===== config.mk =====
export PLATFORM = sky130hd
export DESIGN_NAME = mem_arbiter
export DESIGN_NICKNAME = d
export VERILOG_FILES = /design/src/rtl/riscv_pkg.sv /design/src/rtl/mem_arbiter.sv
export SDC_FILE = /design/constraint.sdc
export NUM_CORES = 1
export LEC_CHECK = 0
export ABC_AREA = 1
export CORE_MARGIN = 2
export CORE_UTILIZATION = 45
export DETAILED_ROUTE_END_ITERATION = 8
export PLACE_DENSITY = 0.86
export SYNTH_ARGS = -nofsm -noshare
export SYNTH_HDL_FRONTEND = slang
export SYNTH_SLANG_ARGS = --single-unit

===== constraint.sdc =====
create_clock -name clk -period 2 [get_ports clk]
set_input_delay 0.4 -clock clk [delete_from_list [all_inputs] [get_ports clk]]
set_output_delay 0.4 -clock clk [all_outputs]
set_load 0.02 [all_outputs]

===== src/rtl/riscv_pkg.sv =====
// Shared RISC-V pipeline definitions.
//   arb_state_t         : memory arbiter FSM states
//   OWNER_IF / OWNER_D  : owner of the outstanding memory transaction
//   PC_PLUS_*           : PCSrc encodings; anything other than PC_PLUS_4
//                         flushes the fetch side of the memory arbiter
package riscv_pkg;

  typedef enum logic [1:0] {
    IDLE = 2'd0,
    REQ  = 2'd1,
    WAIT = 2'd2
  } arb_state_t;

  localparam logic OWNER_IF = 1'b0;
  localparam logic OWNER_D  = 1'b1;

  localparam logic [1:0] PC_PLUS_4    = 2'b00;
  localparam logic [1:0] PC_PLUS_IMM  = 2'b01;
  localparam logic [1:0] PC_PLUS_JADR = 2'b10;

endpackage


===== src/rtl/mem_arbiter.sv =====
// Shares the unified instruction/data memory port between IF and MEM.
// One transaction in flight at a time; the response goes back to its owner
// as a one-cycle ready pulse. Fetches killed by a taken branch/jump still
// complete on the memory side but are swallowed (no if_ready).
//
// Ports
//   clk, rst_n                      clock, async active-low reset
//   if_req/if_addr/if_flush         fetch request, kill of pending fetch
//   if_ready/if_rdata               fetch response pulse / instruction
//   d_req/d_we/d_addr/d_wdata       load/store request
//   d_ready/d_rdata                 data response pulse / load data
//   mem_req/mem_we/mem_addr/mem_wdata  memory request (held until mem_gnt)
//   mem_gnt                         memory accepts request
//   mem_rvalid/mem_rdata            memory response, one per grant
// All outputs are registered.
module mem_arbiter
  import riscv_pkg::*;
#(
  parameter int ADDR_W = 32,
  parameter int DATA_W = 32
) (
  input  logic              clk,
  input  logic              rst_n,
  input  logic              if_req,
  input  logic [ADDR_W-1:0] if_addr,
  input  logic              if_flush,
  output logic              if_ready,
  output logic [DATA_W-1:0] if_rdata,
  input  logic              d_req,
  input  logic              d_we,
  input  logic [ADDR_W-1:0] d_addr,
  input  logic [DATA_W-1:0] d_wdata,
  output logic              d_ready,
  output logic [DATA_W-1:0] d_rdata,
  output logic              mem_req,
  output logic              mem_we,
  output logic [ADDR_W-1:0] mem_addr,
  output logic [DATA_W-1:0] mem_wdata,
  input  logic              mem_gnt,
  input  logic              mem_rvalid,
  input  logic [DATA_W-1:0] mem_rdata
);

  arb_state_t state, state_nxt;
  logic       owner, last_owner, drop;
  logic       if_ok, d_ok, pick_d, issue, grant, resp, if_kill;

  // Next state and per-cycle events.
  always_comb begin
    // A requester whose ready pulses this cycle may still hold req; treat it
    // as already served so a late drop never re-issues.
    if_ok     = if_req & ~if_ready & ~if_flush;
    d_ok      = d_req & ~d_ready;
    // On a tie the port not served last wins.
    pick_d    = d_ok & (~if_ok | (last_owner == OWNER_IF));
    issue     = 1'b0;
    grant     = 1'b0;
    resp      = 1'b0;
    if_kill   = drop | if_flush;
    state_nxt = state;
    unique case (state)
      IDLE: if (if_ok || d_ok) begin
        issue     = 1'b1;
        state_nxt = REQ;
      end
      REQ: if (mem_gnt) begin
        grant     = 1'b1;
        state_nxt = WAIT;
      end
      WAIT: if (mem_rvalid) begin
        resp      = 1'b1;
        state_nxt = IDLE;
      end
      default: state_nxt = IDLE;
    endcase
  end

  always_ff @(posedge clk or negedge rst_n) begin
    if (!rst_n) state <= IDLE;
    else        state <= state_nxt;
  end

  always_ff @(posedge clk or negedge rst_n) begin
    if (!rst_n) begin
      mem_req    <= 1'b0;
      mem_we     <= 1'b0;
      mem_addr   <= '0;
      mem_wdata  <= '0;
      if_ready   <= 1'b0;
      d_ready    <= 1'b0;
      if_rdata   <= '0;
      d_rdata    <= '0;
      drop       <= 1'b0;
      owner      <= OWNER_IF;
      last_owner <= OWNER_IF;
    end else begin
      if_ready <= 1'b0;
      d_ready  <= 1'b0;

      if (issue) begin
        mem_req    <= 1'b1;
        owner      <= pick_d ? OWNER_D : OWNER_IF;
        last_owner <= pick_d ? OWNER_D : OWNER_IF;
        mem_we     <= pick_d & d_we;
        mem_addr   <= pick_d ? d_addr : if_addr;
        mem_wdata  <= pick_d ? d_wdata : '0;
      end

      if (grant) mem_req <= 1'b0;

      // The fetch in flight is stale; let it finish but forget the result.
      if (if_flush && owner == OWNER_IF && state != IDLE) drop <= 1'b1;

      if (resp) begin
        drop <= 1'b0;
        if (owner == OWNER_IF) begin
          if (!if_kill) begin
            if_ready <= 1'b1;
            if_rdata <= mem_rdata;
          end
        end else begin
          d_ready <= 1'b1;
          if (!mem_we) d_rdata <= mem_rdata;
        end
      end
    end
  end

endmodule


==> out/qor.txt <==
row cnt - 41
Synth area leaders - dfrtp_1, nand2_1, inv_1, o21ai_0, nand3_1
initial antenna violation count - 0
first-pass GRT wire length - 29.2 mm
Synth Cell Area - 0.00587 mm2
Leak - 0.00474 uW
Worst-path clk slew - 60 ps
reg2reg end - mem_addr[28]
CP top delay family - buffers and inverters
Reg2Reg Setup Slack - 550 ps
dpl hpwl - 12.5 mm
post-CTS sizing - 0
CTS Buf Count - 17
Horiz. Die Dim - 118 um
detailed-route DRC error count - 0
commonest cells in the netlist - nand2_1, dfrtp_1, inv_1, o21ai_0, nand3_1
most frequent cell after synthesis - nand2_1
fraction of final layout cells sized beyond drive strength 1 - 5.31%
CTS Root Cell - clkbuf_16
actual slew at the worst max-slew pin - 425 ps
post-route antenna net violation count - 0
Inst Count DP - 1139
critical path's largest stage delay - 660 ps
Crit Path Category - register to output port
Port Buffers - 267
I/O pins - 268
Yosys top cell area share - 58.0%
Final nets - 1123
Worst R2R Start - state[1]
total negative slack - 0 ps
vias per std cell - 4.87
drt wl/cell - 15.4 um
Syn Area/Cell - 8.18 um2
Placer Congestion - 0.877
Netlist cell types - 20
Yosys reg bits - 136
synth warn - 0
crit-path max FO - 3
routed wire length - 18.1 mm
CP max stage cell - clkdlybuf4s50_1
total track usage - 26.2%
Synthesized Nets - 854
Final min period - 1870 ps
CTS tree - yes
DP Worst Slack - 142 ps
Critical Path, Cell by Cell - clkdlybuf4s50_1
largest net degree at the start of global routing - 65
Die Ht - 118 um
Max Clk Rate - 536 MHz
worst vdd ir - 983 uV
Synth area leader - dfrtp_1
DRT Pass-1 Iters - 5
CTS H-tree lvls - 4
vias in the first global route - 5727
Worst Setup Start Kind - register
HP Class - input pin to asynchronous set/reset pin
register area share after synthesis - 58.0%
gr ovfl total - 0
Final Max Slew Viols - 0
CP bufs+invs - 1
post-route clock period utilization - 93.3%
worst relative slew slack - 71.7%
Post-synth EDFFs - 0
worst setup margin - 134 ps
Syn Inst Count - 718
Sink Count - 136
Reg2Reg Depth - 6
RSZ-0062 raised after global routing - false
pwr dens - 1530 mW/mm2
worst path arrival time - 1470 ps
status - complete, no violations
Primary FF master, synth - dfrtp_1
Min Hold Slack - 476 ps
postcts setup bufs - 0
die area - 0.0140 mm2
n_diodes - 0
crit path capture type - output port
endpoints failing setup - 0
max_cap viols - 0
Core ar. - 0.0127 mm2
worst skew pair latency - 410 ps
Initial Utilization - 46.3%
Cell Count, Final, Fillers Out - 1171
initial detailed-routing violation count - 455
Req. time, crit path - 1600 ps
final hold viol count - 0
deepest clock path buffer count - 2
area grow syn2layout - 61.5%
clock skew - 7.66 ps
via count - 5703
asr flop ratio synth - 100%
power by group:
part	total (uW)	switching, uW	internal (uW)	leakage (uW)
Combinational	6520	3520	3000	0.00274
Clock	3270	1130	2140	0.000293
Sequential	4690	712	3980	0.00170
cell usage in the layout, fill, tap and decap left out, drive strengths merged:
cell           Yosys  routed
clkdlybuf4s50      0     266
bufinv             0       4
nand2            231     231
nor3               2       2
nand3             68      68
o31ai              1       1
nand4              1       1
nor2               4       4
buf               16      20
o21ai             99      99
dfrtp            136     136
o22ai              1       1
clkinvlp           0       2
inv              137     137
clkinv             0       2
dlygate4sd3        0       1
clkbuf            21      23
o21a               1       1
kinds of logic after synthesis:
family / after synthesis / share of synthesized area, %
AOI/OAI and AO/OA: 102 / 8.80
buffers and inverters: 174 / 11.7
and+or+nand+nor: 306 / 21.6
DFF: 136 / 58.0
what timing repair did:
| item | 4_1_cts | 5_1_grt |
|---|---|---|
| endpoints found under the setup margin | 0 | 0 |
| hold buffers | 1 | 0 |
| hold endpoints to repair | 41 | 0 |
registers in the layout, summed over array words and instances (netlist names):
register / count
mem_we: 1
mem_wdata: 32
d_rdata: 32
drop: 1
if_rdata: 32
mem_req: 1
mem_addr: 32
d_ready: 1
last_owner: 1
if_ready: 1
state: 2
how the worst max path moves through the flow:
stage | end | cells after the start | from | slack, ps
after floorplan | mem_addr[23] | 8 | d_ready | 560
after global placement | mem_addr[7] | 10 | d_req | 190
after detailed placement | mem_wdata[10] | 7 | d_req | 140
after CTS | mem_we | 1 | mem_we | 90
after global routing | mem_we | 1 | mem_we | 50
final | mem_we | 1 | mem_we | 130
area by class of cell:
cell class	instances	area (um2)
Sequential cell	136	3400
Clock inverter	8	145
Fill cell	889	3190
Inverter	137	514
Timing Repair Buffer	287	2950
Tap cell	172	215
Clock buffer	23	468
Multi-Input combinational cell	408	1790
routing by layer:
layer | vias to the layer above | global-route usage, % | wire length (um)
met5 | - | 0 | 0
met1 | 2688 | 32.6 | 7260
li1 | 2718 | - | -
met2 | 265 | 42.3 | 8640
met4 | 0 | 10.5 | 400
met3 | 32 | 8.59 | 1780
per-stage QoR:
| step | instance area, um2 | util (%) | total power [uW] |
|---|---|---|---|
| 2_1_floorplan | 5870 | - | 7720 |
| 3_3_place_gp | 8860 | 69.9 | 11100 |
| 3_5_place_dp | 8860 | 69.9 | 11200 |
| 4_1_cts | 9480 | 74.8 | 14600 |
| 5_1_grt | 9480 | 74.8 | 15300 |
| 6_report | 9480 | 74.8 | 14500 |
No activity file was read; power rests on OpenSTA's default activity.
